===== src/rtl/snow64_bfloat16_vector_fpu.sv =====
// snow64_bfloat16_vector_fpu
//   LANES-wide bfloat16 vector unit. Commands are queued in a small FIFO,
//   issued one at a time to per-lane Add/Sub/Mul/Div units (Slt is a
//   combinational compare), and the gathered lane results are held until
//   the consumer takes them.
//   Ports:
//     clk    sole clock, rising edge
//     rst_n  asynchronous active-low reset
//     bus    snow64_bfloat16_vector_fpu_if.slave (command/result handshake)
//
//   state | meaning
//   IDLE  | nothing issued, waiting for a queued command
//   START | one-cycle unit start pulse for the issued command
//   WAIT  | collecting per-lane done flags
//   HOLD  | result presented on out_*, waiting for out_ready

package snow64_bf16_pkg;
  localparam logic [2:0] OP_ADD       = 3'd0;
  localparam logic [2:0] OP_SUB       = 3'd1;
  localparam logic [2:0] OP_SLT       = 3'd2;
  localparam logic [2:0] OP_MUL       = 3'd3;
  localparam logic [2:0] OP_DIV       = 3'd4;
  localparam logic [2:0] OP_ADD_AGAIN = 3'd5;

  localparam int ADD_LAT = 2;
  localparam int SUB_LAT = 2;
  localparam int MUL_LAT = 3;
  localparam int DIV_LAT = 5;

  // Arithmetic truncates, flushes subnormals to zero and saturates to inf.
  function automatic logic [15:0] bf16_add(input logic [15:0] a, input logic [15:0] b);
    logic [15:0] x, y, r;
    logic [7:0]  d;
    logic [10:0] mx, my;
    logic [11:0] sum;
    logic [6:0]  mant;
    int          e;
    if (a[14:0] >= b[14:0]) begin x = a; y = b; end
    else begin x = b; y = a; end
    mx = (x[14:7] == 8'd0) ? 11'd0 : {1'b1, x[6:0], 3'b000};
    my = (y[14:7] == 8'd0) ? 11'd0 : {1'b1, y[6:0], 3'b000};
    d  = x[14:7] - y[14:7];
    my = (d > 8'd10) ? 11'd0 : (my >> d);
    e  = int'(x[14:7]);
    if (x[15] == y[15]) begin
      sum = {1'b0, mx} + {1'b0, my};
    end else begin
      sum = {1'b0, mx - my};
      for (int i = 0; i < 11; i++) begin
        if (!sum[10] && sum != 12'd0) begin
          sum = sum << 1;
          e   = e - 1;
        end
      end
    end
    if (sum[11]) e = e + 1;
    mant = 7'(sum >> (sum[11] ? 4 : 3));
    if (sum == 12'd0 || e <= 0) r = 16'h0000;
    else if (e >= 255)          r = {x[15], 8'hFF, 7'h00};
    else                        r = {x[15], 8'(e), mant};
    return r;
  endfunction

  function automatic logic [15:0] bf16_mul(input logic [15:0] a, input logic [15:0] b);
    logic [15:0] p, r;
    logic [6:0]  mant;
    int          e;
    p = {8'h00, 1'b1, a[6:0]} * {8'h00, 1'b1, b[6:0]};
    e = int'(a[14:7]) + int'(b[14:7]) - 127;
    if (p[15]) e = e + 1;
    mant = 7'(p >> (p[15] ? 8 : 7));
    if (a[14:7] == 8'd0 || b[14:7] == 8'd0 || e <= 0) r = 16'h0000;
    else if (e >= 255) r = {a[15] ^ b[15], 8'hFF, 7'h00};
    else               r = {a[15] ^ b[15], 8'(e), mant};
    return r;
  endfunction

  function automatic logic [15:0] bf16_div(input logic [15:0] a, input logic [15:0] b);
    logic [16:0] q;
    logic [15:0] r;
    logic [6:0]  mant;
    int          e;
    // Quotient of the 1.7 mantissas scaled by 2^9 lands in [256,1024).
    q = {1'b1, a[6:0], 9'd0} / {9'd0, 1'b1, b[6:0]};
    e = int'(a[14:7]) - int'(b[14:7]) + 127;
    if (!q[9]) e = e - 1;
    mant = 7'(q >> (q[9] ? 2 : 1));
    if (a[14:7] == 8'd0)                      r = 16'h0000;
    else if (b[14:7] == 8'd0 || e >= 255)     r = {a[15] ^ b[15], 8'hFF, 7'h00};
    else if (e <= 0)                          r = 16'h0000;
    else                                      r = {a[15] ^ b[15], 8'(e), mant};
    return r;
  endfunction

  // Signed compare; both zeros (and subnormals) compare equal.
  function automatic logic bf16_lt(input logic [15:0] a, input logic [15:0] b);
    logic        sa, sb;
    logic [14:0] ma, mb;
    sa = (a[14:7] == 8'd0) ? 1'b0  : a[15];
    sb = (b[14:7] == 8'd0) ? 1'b0  : b[15];
    ma = (a[14:7] == 8'd0) ? 15'd0 : a[14:0];
    mb = (b[14:7] == 8'd0) ? 15'd0 : b[14:0];
    if (sa != sb) return sa;
    else if (!sa) return ma < mb;
    else          return ma > mb;
  endfunction
endpackage

// Fixed-latency lane unit: result registered on start, data_valid pulses
// LATENCY-1 edges after the start edge.
module snow64_bf16_unit
  import snow64_bf16_pkg::*;
#(
  parameter logic [2:0] OPER    = OP_ADD,
  parameter int         LATENCY = 1
) (
  input  logic        clk,
  input  logic        rst_n,
  input  logic        start,
  input  logic [15:0] a,
  input  logic [15:0] b,
  output logic        data_valid,
  output logic [15:0] data
);
  localparam int CW = $clog2(LATENCY + 1);

  logic          running;
  logic [CW-1:0] cnt;
  logic [15:0]   result;

  always_comb begin
    result = 16'h0000;
    case (OPER)
      OP_ADD, OP_ADD_AGAIN: result = bf16_add(a, b);
      OP_SUB:               result = bf16_add(a, {~b[15], b[14:0]});
      OP_MUL:               result = bf16_mul(a, b);
      OP_DIV:               result = bf16_div(a, b);
      default:              result = 16'h0000;
    endcase
  end

  always_ff @(posedge clk or negedge rst_n) begin
    if (!rst_n) begin
      running <= 1'b0;
      cnt     <= '0;
      data    <= 16'h0000;
    end else if (start) begin
      running <= 1'b1;
      cnt     <= CW'(LATENCY - 1);
      data    <= result;
    end else if (running) begin
      if (cnt == '0) running <= 1'b0;
      else           cnt     <= cnt - 1'b1;
    end
  end

  assign data_valid = running && (cnt == '0);
endmodule

module snow64_bfloat16_vector_fpu
  import snow64_bf16_pkg::*;
#(
  parameter int LANES          = 4,
  parameter int CMD_FIFO_DEPTH = 2,
  parameter int DRAIN_CYCLES   = 16
) (
  input logic                         clk,
  input logic                         rst_n,
  snow64_bfloat16_vector_fpu_if.slave bus
);
  localparam int W  = 16 * LANES;
  localparam int AW = $clog2(CMD_FIFO_DEPTH);
  localparam int DW = (DRAIN_CYCLES > 0) ? $clog2(DRAIN_CYCLES + 1) : 1;

  typedef struct packed {
    logic [2:0]       oper;
    logic [LANES-1:0] mask;
    logic [W-1:0]     a;
    logic [W-1:0]     b;
  } cmd_t;

  typedef enum logic [1:0] {IDLE, START, WAIT, HOLD} state_t;

  cmd_t             fifo_mem [CMD_FIFO_DEPTH];
  logic [AW:0]      wr_ptr, rd_ptr;
  logic             fifo_empty, fifo_full, push, pop;
  logic [DW-1:0]    drain_cnt;
  state_t           state, state_nx;
  cmd_t             issue;
  logic [LANES-1:0] done;
  logic [W-1:0]     result;
  logic             is_unit_op;
  logic             lane_dv   [LANES];
  logic [15:0]      lane_data [LANES];
  logic             lane_lt   [LANES];

  assign fifo_empty = (wr_ptr == rd_ptr);
  assign fifo_full  = (wr_ptr[AW] != rd_ptr[AW]) && (wr_ptr[AW-1:0] == rd_ptr[AW-1:0]);
  assign bus.in_ready = !fifo_full && (drain_cnt == '0);
  assign push = bus.in_valid && bus.in_ready;

  always_ff @(posedge clk) begin
    if (push) fifo_mem[wr_ptr[AW-1:0]] <= '{bus.in_oper, bus.in_lane_mask, bus.in_a, bus.in_b};
  end

  always_ff @(posedge clk or negedge rst_n) begin
    if (!rst_n) begin
      wr_ptr    <= '0;
      rd_ptr    <= '0;
      drain_cnt <= DW'(DRAIN_CYCLES);
    end else begin
      if (push)             wr_ptr    <= wr_ptr + 1'b1;
      if (pop)              rd_ptr    <= rd_ptr + 1'b1;
      if (drain_cnt != '0)  drain_cnt <= drain_cnt - 1'b1;
    end
  end

  always_ff @(posedge clk or negedge rst_n) begin
    if (!rst_n) state <= IDLE;
    else        state <= state_nx;
  end

  always_comb begin
    state_nx = state;
    pop      = 1'b0;
    unique case (state)
      IDLE: if (!fifo_empty) begin
        state_nx = START;
        pop      = 1'b1;
      end
      START: state_nx = WAIT;
      WAIT:  if (&done) state_nx = HOLD;
      HOLD:  if (bus.out_ready) begin
        if (!fifo_empty) begin
          state_nx = START;
          pop      = 1'b1;
        end else begin
          state_nx = IDLE;
        end
      end
      default: state_nx = IDLE;
    endcase
  end

  always_ff @(posedge clk or negedge rst_n) begin
    if (!rst_n) issue <= '0;
    else if (pop) issue <= fifo_mem[rd_ptr[AW-1:0]];
  end

  assign is_unit_op = (issue.oper == OP_ADD) || (issue.oper == OP_SUB) ||
                      (issue.oper == OP_MUL) || (issue.oper == OP_DIV) ||
                      (issue.oper == OP_ADD_AGAIN);

  for (genvar i = 0; i < LANES; i++) begin : g_lane
    logic [15:0] a_i, b_i;
    logic        go;
    logic        dv_add, dv_sub, dv_mul, dv_div;
    logic [15:0] d_add, d_sub, d_mul, d_div;

    assign a_i = issue.a[16*i +: 16];
    assign b_i = issue.b[16*i +: 16];
    assign go  = (state == START) && issue.mask[i];

    snow64_bf16_unit #(.OPER(OP_ADD), .LATENCY(ADD_LAT)) u_add (
      .clk(clk), .rst_n(rst_n),
      .start(go && (issue.oper == OP_ADD || issue.oper == OP_ADD_AGAIN)),
      .a(a_i), .b(b_i), .data_valid(dv_add), .data(d_add));
    snow64_bf16_unit #(.OPER(OP_SUB), .LATENCY(SUB_LAT)) u_sub (
      .clk(clk), .rst_n(rst_n), .start(go && issue.oper == OP_SUB),
      .a(a_i), .b(b_i), .data_valid(dv_sub), .data(d_sub));
    snow64_bf16_unit #(.OPER(OP_MUL), .LATENCY(MUL_LAT)) u_mul (
      .clk(clk), .rst_n(rst_n), .start(go && issue.oper == OP_MUL),
      .a(a_i), .b(b_i), .data_valid(dv_mul), .data(d_mul));
    snow64_bf16_unit #(.OPER(OP_DIV), .LATENCY(DIV_LAT)) u_div (
      .clk(clk), .rst_n(rst_n), .start(go && issue.oper == OP_DIV),
      .a(a_i), .b(b_i), .data_valid(dv_div), .data(d_div));

    assign lane_lt[i] = bf16_lt(a_i, b_i);

    // Only the unit that belongs to the issued oper can complete a lane.
    always_comb begin
      lane_dv[i]   = 1'b0;
      lane_data[i] = 16'h0000;
      case (issue.oper)
        OP_ADD, OP_ADD_AGAIN: begin lane_dv[i] = dv_add; lane_data[i] = d_add; end
        OP_SUB:               begin lane_dv[i] = dv_sub; lane_data[i] = d_sub; end
        OP_MUL:               begin lane_dv[i] = dv_mul; lane_data[i] = d_mul; end
        OP_DIV:               begin lane_dv[i] = dv_div; lane_data[i] = d_div; end
        default:              begin lane_dv[i] = 1'b0;   lane_data[i] = 16'h0000; end
      endcase
    end
  end

  // Lanes with no unit to wait on complete at START exit; the rest on their
  // unit's data_valid in WAIT. A lane already done ignores further pulses.
  always_ff @(posedge clk or negedge rst_n) begin
    if (!rst_n) begin
      done   <= '0;
      result <= '0;
    end else begin
      case (state)
        START: for (int i = 0; i < LANES; i++) begin
          if (!issue.mask[i] || !is_unit_op) begin
            done[i]           <= 1'b1;
            result[16*i +: 16] <= (issue.mask[i] && issue.oper == OP_SLT) ?
                                  {15'd0, lane_lt[i]} : 16'h0000;
          end
        end
        WAIT: for (int i = 0; i < LANES; i++) begin
          if (!done[i] && lane_dv[i]) begin
            done[i]           <= 1'b1;
            result[16*i +: 16] <= lane_data[i];
          end
        end
        HOLD: if (bus.out_ready) done <= '0;
        default: ;
      endcase
    end
  end

  assign bus.out_valid     = (state == HOLD);
  assign bus.out_data      = result;
  assign bus.out_lane_mask = issue.mask;
  assign bus.busy          = !fifo_empty || (state != IDLE);
endmodule


===== src/rtl/snow64_bfloat16_vector_fpu_if.sv =====
// snow64_bfloat16_vector_fpu_if
//   Command/result handshake bundle for the bfloat16 vector FPU.
//   Ports (signals):
//     in_valid/in_ready           command handshake
//     in_oper[2:0]                operation code
//     in_lane_mask[LANES]         per-lane enable
//     in_a/in_b[16*LANES]         operands, lane i at [16i+15:16i]
//     out_valid/out_ready         result handshake
//     out_data[16*LANES]          per-lane results
//     out_lane_mask[LANES]        mask of the command that produced out_data
//     busy                        FIFO non-empty or sequencer active
//   master: command source / result sink.  slave: the FPU.
interface snow64_bfloat16_vector_fpu_if #(
  parameter int LANES = 4
);
  logic                  in_valid;
  logic                  in_ready;
  logic [2:0]            in_oper;
  logic [LANES-1:0]      in_lane_mask;
  logic [16*LANES-1:0]   in_a;
  logic [16*LANES-1:0]   in_b;
  logic                  out_valid;
  logic                  out_ready;
  logic [16*LANES-1:0]   out_data;
  logic [LANES-1:0]      out_lane_mask;
  logic                  busy;

  modport master (
    output in_valid, in_oper, in_lane_mask, in_a, in_b, out_ready,
    input  in_ready, out_valid, out_data, out_lane_mask, busy
  );

  modport slave (
    input  in_valid, in_oper, in_lane_mask, in_a, in_b, out_ready,
    output in_ready, out_valid, out_data, out_lane_mask, busy
  );
endinterface


===== src/flat_wrapper.sv =====
// flat-port wrapper written by rule: the top's interface ports become plain ports
module snow64_bfloat16_vector_fpu_flat import snow64_bf16_pkg::*;
#(
  parameter int LANES          = 4,
  parameter int CMD_FIFO_DEPTH = 2,
  parameter int DRAIN_CYCLES   = 16
)
  (clk, rst_n, bus_in_valid, bus_in_oper, bus_in_lane_mask, bus_in_a, bus_in_b, bus_out_ready, bus_in_ready, bus_out_valid, bus_out_data, bus_out_lane_mask, bus_busy);
  snow64_bfloat16_vector_fpu_if #(.LANES(LANES)) bus_i ();
  input logic clk;
  input logic rst_n;
  input wire logic [$bits(bus_i.in_valid)-1:0] bus_in_valid;
  input wire logic [$bits(bus_i.in_oper)-1:0] bus_in_oper;
  input wire logic [$bits(bus_i.in_lane_mask)-1:0] bus_in_lane_mask;
  input wire logic [$bits(bus_i.in_a)-1:0] bus_in_a;
  input wire logic [$bits(bus_i.in_b)-1:0] bus_in_b;
  input wire logic [$bits(bus_i.out_ready)-1:0] bus_out_ready;
  output wire logic [$bits(bus_i.in_ready)-1:0] bus_in_ready;
  output wire logic [$bits(bus_i.out_valid)-1:0] bus_out_valid;
  output wire logic [$bits(bus_i.out_data)-1:0] bus_out_data;
  output wire logic [$bits(bus_i.out_lane_mask)-1:0] bus_out_lane_mask;
  output wire logic [$bits(bus_i.busy)-1:0] bus_busy;
  assign bus_i.in_valid = bus_in_valid;
  assign bus_i.in_oper = bus_in_oper;
  assign bus_i.in_lane_mask = bus_in_lane_mask;
  assign bus_i.in_a = bus_in_a;
  assign bus_i.in_b = bus_in_b;
  assign bus_i.out_ready = bus_out_ready;
  assign bus_in_ready = bus_i.in_ready;
  assign bus_out_valid = bus_i.out_valid;
  assign bus_out_data = bus_i.out_data;
  assign bus_out_lane_mask = bus_i.out_lane_mask;
  assign bus_busy = bus_i.busy;
  snow64_bfloat16_vector_fpu #(.LANES(LANES), .CMD_FIFO_DEPTH(CMD_FIFO_DEPTH), .DRAIN_CYCLES(DRAIN_CYCLES)) u_core (.clk(clk), .rst_n(rst_n), .bus(bus_i));
endmodule

===== config.mk =====
export PLATFORM = sky130hd
export DESIGN_NAME = snow64_bfloat16_vector_fpu_flat
export DESIGN_NICKNAME = d
export VERILOG_FILES = /design/src/rtl/snow64_bfloat16_vector_fpu.sv /design/src/rtl/snow64_bfloat16_vector_fpu_if.sv /design/src/flat_wrapper.sv
export SDC_FILE = /design/constraint.sdc
export NUM_CORES = 2
export LEC_CHECK = 0
export BUFFER_PORTS_ARGS = -buffer_cell sky130_fd_sc_hd__buf_2
export CORE_MARGIN = 5
export CORE_UTILIZATION = 55
export CTS_BUF_LIST = sky130_fd_sc_hd__clkbuf_2 sky130_fd_sc_hd__clkbuf_4 sky130_fd_sc_hd__clkbuf_8
export DETAILED_ROUTE_END_ITERATION = 8
export PLACE_DENSITY = 0.68
export SLEW_MARGIN = 20
export SYNTH_ARGS = -nofsm -noshare
export SYNTH_HDL_FRONTEND = slang
export SYNTH_SLANG_ARGS = --single-unit

===== constraint.sdc =====
create_clock -name clk -period 28.2 [get_ports clk]
set_input_delay 4.23 -clock clk [delete_from_list [all_inputs] [get_ports clk]]
set_output_delay 4.23 -clock clk [all_outputs]
set_load 0.01 [all_outputs]

==> flow_metrics.env <==
export IMPL_status="complete, no violations"
export IMPL_cpMaxStageDelayCell="nor3_2"
export IMPL_period_share=0.813
export IMPL_cts_resized=0
export IMPL_antenna_found_initial=23
export IMPL_drtPass1Iterations=9
export IMPL_cts_max_level=4
export IMPL_postRouteAntennaNets=0
export IMPL_fin_crit_ns=22.92
export IMPL_crit_buf_inv=5
export IMPL_cp_data_required_time_ns=28.96
export IMPL_nFillCells=18900
export IMPL_maxCapViolCount=0
export IMPL_cts_made_buffers=146
export IMPL_startpoint_type="register"
export IMPL_seqCellArea_sq_mm=0.0212
export IMPL_numPortBuffers=209
export IMPL_finalSetupViolCount=0
export IMPL_r2r_cells=98
export IMPL_grt_max_degree=206
export IMPL_placementRows=166
export IMPL_worstReg2RegEnd="u_core.g_lane[1].u_div.data[0]"
export IMPL_viasPerCell=6.50
export IMPL_ys_seq_elements=792
export IMPL_hold_violations=0
export IMPL_grtUsageTotal=0.331
export IMPL_synth_top_area_frac=0.116
export IMPL_syn_avg_cell_area_sq_um=7.71
export IMPL_root_buffer="clkbuf_8"
export IMPL_slowest_delay_ns=0.87
export IMPL_vias=113000
export IMPL_rsz0062_at_grt="no"
export IMPL_synth_edff_count=270
export IMPL_layout_common_cells="1,545 x nand2_1, 1,377 x nor2_1, 944 x a21oi_1"
export IMPL_end_kind="register"
export IMPL_ys_flop_type="dfrtp_1"
export IMPL_rrSetupSlack_ns=5.28
export IMPL_synthTopCellsByArea="dfrtp_1 12%, ha_1 8.7%, edfxtp_1 7.2%"
export IMPL_die_area_sq_mm=0.214
export IMPL_worst_path_stages=98
export IMPL_grt_pass1_wl_mm=588
export IMPL_hold_buffers=0
export IMPL_setup_tns_ns=0
export IMPL_drtIter0Drc=10600
export IMPL_clkSinkCount=792
export IMPL_final_common_cell="nand2_1"
export IMPL_clk_pin_slew_ns=0.06
export IMPL_synth_seq_area_share=0.188
export IMPL_routed_wl_mm=373
export IMPL_synth_nets=15700
export IMPL_synthDistinctLibCells=151
export IMPL_synthArstFlopShare=0.659
export IMPL_critical_path_top_delay_family="compound AO/OA/AOI/OAI gates"
export IMPL_worstSetupPathType="register to register"
export IMPL_cts_tree="done"
export IMPL_crit_start="u_core.g_lane[1].b_i[4]"
export IMPL_arrival_ns=23.68
export IMPL_grt_pass1_vias=107000
export IMPL_critPathMostFrequentCell="a21o_1"
export IMPL_finalNetCount=15600
export IMPL_die_w_microns=462
export IMPL_clk_latency_ns=0.95
export IMPL_grt_overflow=0
export IMPL_area_growth_pct=6.11
export IMPL_drc=0
export IMPL_multiInputGateArea_sq_mm=0.0867
export IMPL_postCtsSetupBuffers=0
export IMPL_ios=210
export IMPL_slew_headroom=0.133
export IMPL_drv_slew=0
export IMPL_tightestPinTransition_ns=1.29
export IMPL_die_y_microns=462
export IMPL_ys_warnings_count=0
export IMPL_wl_per_cell_microns=21.5
export IMPL_crit_end="u_core.g_lane[1].u_div.data[0]"
export IMPL_clock_fmax_ghz=0.0436
export IMPL_min_path_type="register to register"
export IMPL_drive_gt1_frac=0.0840
export IMPL_rr_startpoint="u_core.g_lane[1].b_i[4]"
export IMPL_fin_skew_ns=0.0819
export IMPL_cts_buffer_depth=3
export IMPL_gp_congestion=0.977
export IMPL_initial_core_util=0.551
export IMPL_crit_fanout=29
export IMPL_core_area_sq_mm=0.204
export IMPL_netlist_area_sq_mm=0.113
export IMPL_dp_hpwl_mm=294
export IMPL_synth_top_cell_by_area="dfrtp_1"
export IMPL_syn_instance_count=14600
[worst register-to-register path: cells and delay by family, from the launching register on]
family	cells	cell delay, ns
flops	1	0.67
simple gates	32	7.59
buf+inv	5	1.19
mux	2	0.78
compound gates	50	9.34
fa+ha+maj	9	3.18
[routing by layer]
layer	routed length, microns	global-route usage	vias up
met3	27800	0.0522	701
met5	71	0	-
li1	-	-	53700
met4	12500	0.105	10
met2	168000	0.537	3995
met1	165000	0.454	54300
[registers in the layout, summed over array words and instances (netlist names), 5 cells and up]
register	count
u_core.g_lane.u_div.cnt	12
u_core.g_lane.u_mul.data	64
u_core.g_lane.u_add.data	64
u_core.g_lane.u_sub.data	64
u_core.g_lane.a_i	64
u_core.g_lane.u_sub.cnt	8
u_core.g_lane.u_div.data	64
u_core.drain_cnt	5
u_core.g_lane.b_i	64
u_core.bus.out_data	64
u_core.fifo_mem	270
u_core.g_lane.u_add.cnt	8
u_core.g_lane.u_mul.cnt	8
[how the worst min path moves through the flow]
stage | start | end | slack [ns] | cells past startpoint
floorplan | u_core.g_lane[0].u_sub.data[6] | u_core.g_lane[0].u_sub.data[6] | 0.43 | 2
global placement | u_core.g_lane[0].u_sub.data[6] | u_core.g_lane[0].u_sub.data[6] | 0.45 | 2
detailed placement | u_core.drain_cnt[4] | u_core.drain_cnt[4] | 0.47 | 1
CTS | u_core.drain_cnt[4] | u_core.drain_cnt[4] | 0.47 | 1
global route | u_core.drain_cnt[4] | u_core.drain_cnt[4] | 0.48 | 1
finish | u_core.drain_cnt[4] | u_core.drain_cnt[4] | 0.47 | 1
[cell usage after synthesis (all sizes together) (177+ instances only)]
library cell	instances
nor3	492
edfxtp	270
nand3	453
nand4	295
nor2	1385
and3	180
o21ai	787
mux2	212
mux2i	403
and2	292
nor2b	177
xor2	384
clkbuf	501
a21o	223
a21oi	955
nor4	240
inv	649
nand2b	220
ha	786
xnor2	813
dfrtp	521
nand2	1550
o31ai	207
[through the flow]
stage,instance area [sq um],setup slack [ns],hold WS [ns],std cells,utilization
global placement,116000,6.30,0.453,17100,0.569
finish,119000,5.28,0.472,17300,0.585
floorplan,113000,6.77,0.435,14600,-
detailed placement,116000,5.71,0.465,17100,0.569
CTS,119000,5.57,0.474,17300,0.584
global route,119000,3.31,0.484,17300,0.585
[cells by family after synthesis]
family	Yosys count	share of synthesized area
compound gates	3783	0.228
xor+xnor	1214	0.0973
fa+ha+maj	949	0.116
buf+inv	1271	0.0438
flops	792	0.188
mux	625	0.0591
simple gates	5964	0.268
[final cells by class]
| class | count | share of cell area |
|---|---|---|
| multi-input combinational | 12500 | 0.726 |
| sequential | 792 | 0.177 |
| tap | 2688 | 0.0282 |
| clock buffer | 211 | 0.0217 |
| inverter | 657 | 0.0207 |
| timing repair buffer | 384 | 0.0201 |
| clock inverter | 59 | 0.00534 |
| antenna | 16 | 0.000335 |
Power is left out: the tool's default activity adds up to more than one toggle a clock period on the data nets, which glitch-free logic cannot reach.
